$ cat config.mk
export PLATFORM = sky130hd
export DESIGN_NAME = mc_xfer_param_flat
export DESIGN_NICKNAME = d
export VERILOG_FILES = /design/src/rtl/mc_pkg.sv /design/src/rtl/mc_xfer_param_if.sv /design/src/rtl/mc_addr_ctr.sv /design/src/rtl/mc_xfer_param.sv /design/src/flat_wrapper.sv
export SDC_FILE = /design/constraint.sdc
export NUM_CORES = 1
export LEC_CHECK = 0
export CORE_ASPECT_RATIO = 0.9
export CORE_UTILIZATION = 30
export CTS_CLUSTER_DIAMETER = 100
export DETAILED_ROUTE_END_ITERATION = 8
export PLACE_DENSITY = 0.49
export SYNTH_ARGS = -nofsm -noshare
export SYNTH_HDL_FRONTEND = slang
export SYNTH_SLANG_ARGS = --single-unit
$ cat constraint.sdc
create_clock -name clock -period 3.1 [get_ports clock]
set_input_delay 0.93 -clock clock [delete_from_list [all_inputs] [get_ports clock]]
set_output_delay 0.93 -clock clock [all_outputs]
set_load 0.02 [all_outputs]
$ cat src/rtl/mc_pkg.sv
// Shared command encoding for the transfer-path memory controller.
// The decode function is reused by the transfer FSM.
package mc_pkg;

    typedef enum logic [2:0] {
        CMD_IDLE,
        CMD_CLR,
        CMD_WR,
        CMD_WR_REJ,
        CMD_RD,
        CMD_ERR
    } cmd_e;

    function automatic cmd_e decode(
        input logic clr,
        input logic we,
        input logic re,
        input logic full,
        input logic wrapEn
    );
        cmd_e c;
        c = CMD_IDLE;
        // Terms are mutually exclusive, so the priority order is explicit.
        unique case (1'b1)
            clr:                                  c = CMD_CLR;
            !clr && we && re:                     c = CMD_ERR;
            !clr && we && !re && (!full || wrapEn): c = CMD_WR;
            !clr && we && !re && full && !wrapEn: c = CMD_WR_REJ;
            !clr && !we && re:                    c = CMD_RD;
            default:                              c = CMD_IDLE;
        endcase
        return c;
    endfunction

endpackage

$ cat src/rtl/mc_xfer_param_if.sv
// Command/status bundle between the transfer FSM and a buffer memory.
interface mc_xfer_param_if #(
    parameter int DATA_W = 8,
    parameter int ADDR_W = 2
);
    logic              WE;
    logic              RE;
    logic              Clr;
    logic [DATA_W-1:0] DataIn;
    logic [ADDR_W-1:0] Addr;
    logic [DATA_W-1:0] DataOut;
    logic              DataOutValid;
    logic              Full;
    logic              Wrap;
    logic              Err;

    modport master (
        output WE, RE, Clr, DataIn,
        input  Addr, DataOut, DataOutValid, Full, Wrap, Err
    );

    modport slave (
        input  WE, RE, Clr, DataIn,
        output Addr, DataOut, DataOutValid, Full, Wrap, Err
    );
endinterface

$ cat src/rtl/mc_addr_ctr.sv
// Auto-advancing address pointer with clear and terminal-count flag.
module mc_addr_ctr #(
    parameter int ADDR_W = 2
) (
    input  logic              clock,
    input  logic              Reset,
    input  logic              Clr,
    input  logic              Adv,
    output logic [ADDR_W-1:0] Addr,
    output logic              Wrap,
    output logic              Tc
);
    // DEPTH is a power of two, so DEPTH-1 is all ones.
    assign Tc = (Addr == '1);

    always_ff @(posedge clock or posedge Reset) begin
        if (Reset) begin
            Addr <= '0;
            Wrap <= 1'b0;
        end else begin
            Wrap <= 1'b0;
            if (Clr) begin
                Addr <= '0;
            end else if (Adv) begin
                Addr <= Addr + 1'b1;
                Wrap <= Tc;
            end
        end
    end
endmodule

$ cat src/rtl/mc_xfer_param.sv
// Parametrised DEPTH x DATA_W buffer memory with auto-advancing address.
module mc_xfer_param
    import mc_pkg::*;
#(
    parameter int DATA_W  = 8,
    parameter int DEPTH   = 4,
    parameter int ADDR_W  = $clog2(DEPTH),
    parameter int WRAP_EN = 0
) (
    input logic clock,
    input logic Reset,
    mc_xfer_param_if.slave bus
);
    logic [DATA_W-1:0] mem [DEPTH];
    logic [ADDR_W-1:0] addr;
    logic              tc;
    logic              full;
    logic [DATA_W-1:0] dataOut;
    logic              dataOutValid;
    logic              err;
    cmd_e              cmd;

    assign cmd = decode(bus.Clr, bus.WE, bus.RE, full, WRAP_EN != 0);

    mc_addr_ctr #(.ADDR_W(ADDR_W)) u_ctr (
        .clock (clock),
        .Reset (Reset),
        .Clr   (cmd == CMD_CLR),
        .Adv   (cmd == CMD_WR || cmd == CMD_RD),
        .Addr  (addr),
        .Wrap  (bus.Wrap),
        .Tc    (tc)
    );

    // Memory shares the reset domain so no write can land while Reset is high.
    always_ff @(posedge clock or posedge Reset) begin
        if (Reset) begin
            dataOut      <= '0;
            dataOutValid <= 1'b0;
            full         <= 1'b0;
            err          <= 1'b0;
        end else begin
            dataOutValid <= (cmd == CMD_RD);
            err          <= (cmd == CMD_ERR) || (cmd == CMD_WR_REJ);
            if (cmd == CMD_WR) mem[addr] <= bus.DataIn;
            if (cmd == CMD_RD) dataOut <= mem[addr];
            if (cmd == CMD_CLR) full <= 1'b0;
            else if (cmd == CMD_WR && tc) full <= 1'b1;
        end
    end

    assign bus.Addr         = addr;
    assign bus.DataOut      = dataOut;
    assign bus.DataOutValid = dataOutValid;
    assign bus.Full         = full;
    assign bus.Err          = err;
endmodule

$ cat src/flat_wrapper.sv
// flat-port wrapper written by rule: the top's interface ports become plain ports
module mc_xfer_param_flat import mc_pkg::*;
#(
    parameter int DATA_W  = 8,
    parameter int DEPTH   = 4,
    parameter int ADDR_W  = $clog2(DEPTH),
    parameter int WRAP_EN = 0
)
  (clock, Reset, bus_WE, bus_RE, bus_Clr, bus_DataIn, bus_Addr, bus_DataOut, bus_DataOutValid, bus_Full, bus_Wrap, bus_Err);
  mc_xfer_param_if #(.DATA_W(DATA_W), .ADDR_W(ADDR_W)) bus_i ();
  input logic clock;
  input logic Reset;
  input wire logic [$bits(bus_i.WE)-1:0] bus_WE;
  input wire logic [$bits(bus_i.RE)-1:0] bus_RE;
  input wire logic [$bits(bus_i.Clr)-1:0] bus_Clr;
  input wire logic [$bits(bus_i.DataIn)-1:0] bus_DataIn;
  output wire logic [$bits(bus_i.Addr)-1:0] bus_Addr;
  output wire logic [$bits(bus_i.DataOut)-1:0] bus_DataOut;
  output wire logic [$bits(bus_i.DataOutValid)-1:0] bus_DataOutValid;
  output wire logic [$bits(bus_i.Full)-1:0] bus_Full;
  output wire logic [$bits(bus_i.Wrap)-1:0] bus_Wrap;
  output wire logic [$bits(bus_i.Err)-1:0] bus_Err;
  assign bus_i.WE = bus_WE;
  assign bus_i.RE = bus_RE;
  assign bus_i.Clr = bus_Clr;
  assign bus_i.DataIn = bus_DataIn;
  assign bus_Addr = bus_i.Addr;
  assign bus_DataOut = bus_i.DataOut;
  assign bus_DataOutValid = bus_i.DataOutValid;
  assign bus_Full = bus_i.Full;
  assign bus_Wrap = bus_i.Wrap;
  assign bus_Err = bus_i.Err;
  mc_xfer_param #(.DATA_W(DATA_W), .DEPTH(DEPTH), .ADDR_W(ADDR_W), .WRAP_EN(WRAP_EN)) u_core (.clock(clock), .Reset(Reset), .bus(bus_i));
endmodule
Word-level counts from Yosys, hierarchy flattened
Memories as Yosys holds them, arrays and structs flattened. A register that Yosys moved wholly into a read port is not among the register bits.
Index checks and enable logic that the tools add are counted.
Cells by class
  muxes and demuxes: 9
  reduce and logical (&&, ||, !) cells: 18
  equality and inequality tests: 6
  $add $sub $neg: 1
Operator list (count)
  3-bit one-hot mux with 5 select lines: 1
  1-bit logical AND: 9
  3-bit by 2-bit == test with 1-bit output (second input constant): 2
  3-bit == test (second input constant): 2
  1-bit two-way mux: 6
  1-bit zero test: 5
  2-bit two-way mux: 2
  2-bit nonzero test: 2
  3-bit by 1-bit == test with 1-bit output (second input constant): 1
  2-bit by 1-bit adder with 2-bit output (second input constant): 1
  2-bit == test (second input constant): 1
  1-bit logical OR: 2
Storage, ports and cells
  register bits after elaboration: 6
  output and inout bits: 14
  logic and storage cells: 40
  memory bits (writable): 32
  memories: 1
Memories
  u_core.mem: words 4, bits a word 8, read ports 1, clocked after Yosys merged registers in 1, write ports 1, line mc_xfer_param.sv:14  | logic [DATA_W-1:0] mem [DEPTH];

Depth between registers and ports, before layout
Gate-level depths: netlist (run 1).
  depth in word-level cells: 9
  depth in mapped cells: 5

Hierarchy
A second synthesis (run 1) with hierarchy kept.
Unflattened totals
  cells, all modules: 89
  area total of the unflattened synthesis: 1791.7 um2
By module, submodules not included
  mc_xfer_param: area each 1666.6 um2, times used 1, cells an instance 78
  mc_addr_ctr: area each 125.1 um2, times used 1, cells an instance 11

Worst setup path after synthesis (run 1)
Ideal clock, no wire load.
  path type: input port to flip-flop
  from: input bus_RE
  to: memory u_core.mem[3][0], enable pin
  arrival time: 1.810 ns
  setup slack: 0.958 ns
  path buffers: 0
  stages on the path: 3
  setup time: 0.332 ns
  cell sequence: or3b_1 -> nor3_1 -> and2_1
On the way
  longest elaborated chain between the ends: 8
  elaborated cells between the ends (all ways): 11
  those cells by class: 1 x eq/ne; 3 x mux; 7 x reduce/logical
Ends and longest elaborated chain
  from (decl): line flat_wrapper.sv:14  | input wire logic [$bits(bus_i.RE)-1:0] bus_RE;
  1-bit zero test: line mc_pkg.sv:27, mc_pkg.sv:28
  1-bit logical AND: line mc_pkg.sv:27, mc_pkg.sv:28
  1-bit logical AND, on equally long branches: line mc_pkg.sv:28, mc_pkg.sv:27
  3-bit one-hot mux with 5 select lines (*): line mc_pkg.sv:24  | unique case (1'b1)
  3-bit by 2-bit == test with 1-bit output (*): line mc_xfer_param.sv:45  | if (cmd == CMD_WR) mem[addr] <= bus.DataIn;
  1-bit two-way mux (*): line mc_xfer_param.sv:45
  1-bit logical AND (not written as such) (*): line mc_xfer_param.sv:45
  1-bit two-way mux (not written as such) (*): line mc_xfer_param.sv:45
  to (decl): line mc_xfer_param.sv:14
Mark *: on every way between the ends. The rest lies on a longest branch, timed or not.

Worst setup path in the final report (run 1)
  from: input bus_WE
  to: memory u_core.mem[2][3], enable pin
On the way
  longest elaborated chain between the ends: 8
  elaborated cells between the ends (all ways): 13
  those cells by class: 1 x eq/ne; 3 x mux; 9 x reduce/logical
Ends and longest elaborated chain
  from (decl): line flat_wrapper.sv:13  | input wire logic [$bits(bus_i.WE)-1:0] bus_WE;
  1-bit zero test or 1-bit logical AND (tied branches)
  1-bit logical AND, on equally long branches (2 in a row): line mc_pkg.sv:29, mc_pkg.sv:27, mc_pkg.sv:28
  3-bit one-hot mux with 5 select lines (*): line mc_pkg.sv:24
  3-bit by 2-bit == test with 1-bit output (*): line mc_xfer_param.sv:45
  1-bit two-way mux (*): line mc_xfer_param.sv:45
  1-bit logical AND (not written as such) (*): line mc_xfer_param.sv:45
  1-bit two-way mux (not written as such) (*): line mc_xfer_param.sv:45
Marks and branches as above.

==> flow_summary_export.csv, run 1 <==
group,metric,value,unit
run_status,status,"finished, final reports clean",
sta,worst_pin_slew,0.595,ns
worst_setup_path,critPathTopFamily,"simple AND/OR/NAND/NOR gates",
drt,drt_iter0_drc,83,
yosys,synth_largest_area_cell,"edfxtp_1",
yosys,ys_seq_elements,46,
worst_setup_path,path_cells,"clkdlybuf4s50_1 > or3b_1 > nor3_1 > and2_1",
drt,antenna_left,0,
yosys,synth_top_cell_area_share,52.1,%
pwr,p_leak,0.881,nW
yosys,ys.warnings.count,0,
sta,finalCriticalPeriod,2.61,ns
yosys,netlist_area,0.00185,mm^2
pwr,power.density,624,mW/mm^2
sta,finalCritPeriodShare,84.3,%
flow_run,drv_cap,0,
sta,relSlewSlack,60.3,%
yosys,synthTopCellsByArea,"edfxtp_1, dfrtp_1, mux4_2",
cts,cts_root_buffer,"clkbuf_8",
global_routing,grt_pass1_vias,926,
placement,io_buffer_count,26,
worst_setup_path,cpPeakStageDelay,0.54,ns
drt,drcViolationCount,0,
drt,dr.pass1.iters,4,
sta,rsz0062_at_grt,"no",
drt,num_vias,915,
sta,setup_viol,0,
yosys,synth-seq-area-share,71.1,%
placement,gp_congestion,0.672,
floorplan,fp.dieH,76.4,um
cts,path_clk_slew,0.08,ns
sta,skew,0.00417,ns
final_layout,area_delta_synth_final,26.5,%
worst_setup_path,cp_max_fo,8,
global_routing,grt_max_degree,16,
sta,timing.final.ws_setup,0.487,ns
worst_setup_path,critPathKind,"input pin to flop",
floorplan,start_util,31.9,%
floorplan,die_area,0.00647,mm^2
cts,clock_path_buffers,2,
cts,worstSkewPairLatency,0.30,ns
global_routing,grt-ovfl-total,0,
floorplan,io_pins,27,
sta,slew_viol_final,0,
sta,hold_viol,0,
cts,numCtsBuffers,5,
final_layout,fillCellCount,540,
worst_setup_path,cp-end-kind,"flop",
floorplan,core,0.00579,mm^2
floorplan,std_cell_rows,26,
cts,cts_resized,0,
worst_setup_path,crit_path_top_delay_cell,"clkdlybuf4s50_1",
yosys,netlist_instances,94,
final_layout,drive_gt1_share,24.0,%
final_layout,antenna_cells,0,
worst_setup_path,critical_path_arrival,2.57,ns
worst_setup_path,cp_num_buf_inv,1,
cts,cts_tree,"built",
global_routing,grt_pass1_wl,4.84,mm
global_routing,antenna_found_initial,0,
placement,dp_hpwl,2.06,mm
sta,timing.fmax,0.383,GHz
worst_setup_path,cp.required,3.05,ns
pwr,ir_drop,0.306,mV
cts,cts_sinks,46,
yosys,syn_avg_cell_area,19.6,um^2
global_routing,track_usage,10.4,%
final_layout,seq_area,0.00131,mm^2
cts,cts_max_level,2,
sta,fin_tns_setup,0,ns
yosys,yosysUniqueCellTypes,19,
placement,pre_cts_slack,0.157,ns
worst_setup_path,start_kind,"input pin",
final_layout,multi_input_comb_area,482,um^2
worst_hold_path,hold_class,"flop to flop",
drt,vias_per_cell,4.60,
cts,ctsHoldBuffers,0,
drt,post_drt_wl_per_cell,15.1,um
cts,post-cts-setup-buffers,0,
floorplan,die_w,84.7,um
final_layout,nNetsFinal,145,
yosys,mappedNetlistNets,111,
drt,wl,3.00,mm
## layout make-up
type,count,share of cell area [%]
tap,70,3.75
multi-input combinational,39,20.6
inverter,5,0.804
clock buffer,5,2.95
timing repair buffer,31,12.8
sequential,46,56.2
clock inverter,3,2.95
## metal layers
metal	global-route usage, %	part of all wire [%]	wire, um	up-vias
li1	-	-	-	419
met1	12.7	43	1300	464
met2	16.1	50	1490	26
met3	3.47	4.8	145	6
met4	6.10	2.1	62	0
met5	0	0	0	-
## cells by family after synthesis
kind of cell | share of synthesized area [%]
AOI/OAI and AO/OA | 0.746
and+or+nand+nor | 5.02
buffers and inverters | 2.85
muxes | 17.6
DFF | 71.1
adders and majority gates | 2.71
## cells in the mapped netlist
cell	count
dfrtp_1	14
buf_4	1
o21a_1	1
buf_6	2
ha_1	4
or3b_1	1
mux2_4	9
mux2i_1	1
nor3_1	1
inv_1	5
edfxtp_1	32
clkbuf_1	1
nand2b_1	2
nor2_1	4
mux4_2	8
a31oi_1	1
nor3b_1	2
or3_4	1
and2_1	4
## power by group
group | internal [W] | switching [W]
combinational | 0.000129 | 0.0000990
clock | 0.000323 | 0.000199
sequential | 0.000691 | 0.0000159
total | 0.00114 | 0.000314
## placed cells by master (no fill, tap or decap), types with 4 or more instances in the layout
master,instances
clkbuf_8,5
buf_4,5
mux4_2,8
and2_1,4
dfrtp_1,14
ha_1,4
nor2_1,4
inv_1,5
clkdlybuf4s50_1,26
edfxtp_1,32
mux2_4,9
## metrics by stage
stage / power, W / cell area (um^2) / hold WS [ns] / std cells / util [%]
after global routing: 0.00151 / 2330 / 0.523 / 199 / 40.3
after detailed placement: 0.000953 / 2200 / 0.496 / 191 / 37.9
after global placement: 0.000952 / 2200 / 0.495 / 191 / 37.9
after CTS: 0.00148 / 2330 / 0.519 / 199 / 40.3
after floorplan: 0.000853 / 1850 / 0.627 / 94 / -
final: 0.00146 / 2330 / 0.512 / 199 / 40.3
## state kept, by name (all words and copies together), names as in the netlist
| register | count |
|---|---|
| u_core.bus.Err | 1 |
| u_core.bus.DataOutValid | 1 |
| u_core.bus.Full | 1 |
| u_core.mem | 32 |
| u_core.u_ctr.Wrap | 1 |
| u_core.bus.DataOut | 8 |
| u_core.u_ctr.Addr | 2 |
## worst paths after layout
| kind | start | end | cells past startpoint | slack [ns] |
|---|---|---|---|---|
| setup / recovery | bus_WE | u_core.mem[2][3] | 4 | 0.49 |
| hold / removal | u_core.bus.DataOut[1] | u_core.bus.DataOut[1] | 1 | 0.51 |
| setup reg to reg | u_core.bus.Full | u_core.mem[2][3] | 3 | 1.23 |
| hold reg to reg | u_core.bus.DataOut[1] | u_core.bus.DataOut[1] | 1 | 0.51 |
| max in group asynchronous | Reset | u_core.bus.DataOut[0] | 2 | 1.68 |
| min in group asynchronous | Reset | u_core.bus.DataOut[2] | 2 | 1.03 |
(Power assumes the default switching activity.)
==> run 2: changes to the inputs <==
--- a/config.mk
+++ b/config.mk
@@ -9,7 +9,7 @@
 export CORE_UTILIZATION = 30
 export CTS_CLUSTER_DIAMETER = 100
 export DETAILED_ROUTE_END_ITERATION = 8
-export PLACE_DENSITY = 0.49
+export PLACE_DENSITY = 0.51
 export SYNTH_ARGS = -nofsm -noshare
 export SYNTH_HDL_FRONTEND = slang
 export SYNTH_SLANG_ARGS = --single-unit
==> constraint.sdc (replaced) <==
create_clock -name clock -period 2.2 [get_ports clock]
set_input_delay 0.66 -clock clock [delete_from_list [all_inputs] [get_ports clock]]
set_output_delay 0.66 -clock clock [all_outputs]
set_load 0.02 [all_outputs]
==> run 2 against run 1 <==
Net effect:
- the run now ends with DRC left
- highest routed layer unchanged
- count of clock-buffer cells in the layout rose by 1
- die area is the same
- largest power group unchanged
- sequential power is 41% higher
- clock skew grew 0.0014 ns
==> flow_summary_export.csv, run 2 (synthesized netlist as in run 1, its figures left out) <==
group,metric,value,unit
run_status,status,"finished with violations",
run_status,violations,"DRC",
sta,relSlewSlack,60.2,%
worst_setup_path,cp-end-kind,"flop",
global_routing,antenna_found_initial,0,
worst_setup_path,cpPeakStageDelay,0.47,ns
global_routing,grt_pass1_vias,1001,
worst_setup_path,crit_path_top_delay_cell,"clkdlybuf4s50_1",
final_layout,area_delta_synth_final,27.5,%
drt,antenna_left,0,
final_layout,drive_gt1_share,26.7,%
worst_setup_path,cp_max_fo,6,
flow_run,drv_cap,0,
final_layout,largest-register,"u_core.mem",
cts,cts_root_buffer,"clkbuf_8",
final_layout,final_cell_mix,"edfxtp_1, clkdlybuf4s50_1, dfrtp_1, mux2_4, buf_4",
pwr,power.density,769,mW/mm^2
drt,wl,3.26,mm
sta,finalCritPeriodShare,95.1,%
sta,fin_tns_setup,0,ns
placement,io_buffer_count,26,
sta,finalCriticalPeriod,2.09,ns
global_routing,grt_max_degree,15,
cts,worstSkewPairLatency,0.29,ns
final_layout,antenna_cells,0,
placement,pre_cts_slack,-0.231,ns
cts,path_clk_slew,0.08,ns
worst_setup_path,critPathKind,"input pin to flop",
cts,cts_tree,"built",
sta,timing.fmax,0.478,GHz
floorplan,start_util,31.9,%
floorplan,core,0.00579,mm^2
cts,cts_max_level,2,
pwr,p_leak,0.893,nW
global_routing,met2_usage,17.2,%
sta,worst_pin_slew,0.596,ns
floorplan,std_cell_rows,26,
cts,numCtsBuffers,5,
global_routing,grt-ovfl-total,0,
global_routing,track_usage,11.0,%
global_routing,gr-usage-met1,14.2,%
final_layout,fillCellCount,537,
floorplan,die_area,0.00647,mm^2
placement,gp_congestion,0.671,
placement,dp_hpwl,2.29,mm
global_routing,grt-busiest-layer,"met2",
drt,vias_per_cell,4.48,
sta,setup_viol,0,
drt,post_drt_wl_per_cell,15.9,um
floorplan,die_w,84.7,um
sta,timing.final.ws_setup,0.107,ns
global_routing,grt_pass1_wl,5.18,mm
global_routing,use_met3,3.58,%
cts,post-cts-setup-buffers,0,
final_layout,largest_reg_flops,32,
drt,drt_iter0_drc,49,
sta,skew,0.00561,ns
worst_setup_path,path_cells,"clkdlybuf4s50_1 > or3b_1 > nor3_2 > buf_4 > and2_1 > buf_4",
final_layout,final_common_cell,"edfxtp_1",
pwr,ir_drop,0.436,mV
sta,rsz0062_at_grt,"no",
floorplan,fp.dieH,76.4,um
cts,cts_sinks,46,
worst_setup_path,cp.required,2.21,ns
sta,hold_viol,0,
worst_setup_path,critical_path_arrival,2.10,ns
floorplan,io_pins,27,
worst_setup_path,start_kind,"input pin",
drt,num_vias,918,
cts,clock_path_buffers,2,
worst_setup_path,crit_top_cell,"buf_4",
worst_hold_path,hold_class,"flop to flop",
drt,dr.pass1.iters,8,
drt,drcViolationCount,1,
sta,slew_viol_final,0,
final_layout,nNetsFinal,151,
run 2: cell types whose count changed in the layout (fill, tap and decap cells not counted), sizes merged:
| cell | delta |
|---|---|
| bufinv | -2 |
| clkinv | +1 |
| clkbuf | +1 |
| buf | +6 |
run 2: area by class of cell:
type	count	area, um^2	share of cell area, %
Clock inverter	2	8.76	0.372
Sequential cell	46	1310	55.7
Multi-Input combinational cell	39	487	20.7
Clock buffer	6	72.6	3.08
Timing Repair Buffer	37	368	15.6
Tap cell	70	87.6	3.72
Inverter	5	18.8	0.797
run 2: final timing paths:
path,start,to,slack (ns),cells after the start
min reg2reg,u_core.bus.DataOut[3],u_core.bus.DataOut[3],0.51,1
max,bus_WE,u_core.mem[1][0],0.11,6
min in group asynchronous,Reset,u_core.bus.DataOut[0],0.80,2
min,u_core.bus.DataOut[3],u_core.bus.DataOut[3],0.51,1
max reg2reg,u_core.bus.Full,u_core.mem[1][0],0.51,5
max in group asynchronous,Reset,u_core.bus.DataOut[3],1.01,2
run 2: what timing repair did:
action,CTS,global route
gates resized for setup,0,1
hold buffers,0,0
setup endpoints to repair,0,21
run 2: power breakdown:
group          switching [W]  leakage (nW)  internal, W  total (W)
combinational       0.000141         0.386     0.000186   0.000327
clock               0.000267        0.0426     0.000219   0.000486
sequential         0.0000235         0.464     0.000974   0.000997
run 2: stage by stage:
stage	std cells	total power [W]	area, um^2	utilization (%)	hold WS (ns)
floorplan	94	0.00120	1850	-	0.549
finish	205	0.00181	2350	40.6	0.512
detailed placement	197	0.00135	2270	39.2	0.495
global placement	197	0.00134	2270	39.2	0.495
global route	205	0.00189	2350	40.6	0.527
CTS	205	0.00184	2350	40.6	0.517
run 2: metal layers:
metal	part of all wire, %	wire length, um
met5	0	0
met4	1.1	36
met3	4.4	142
met2	46	1490
met1	49	1600
run 2: critical path: cells and delay by family:
family                 cells  cell delay (ns)
AND/OR/NAND/NOR            3             0.65
buffers and inverters      3             0.78
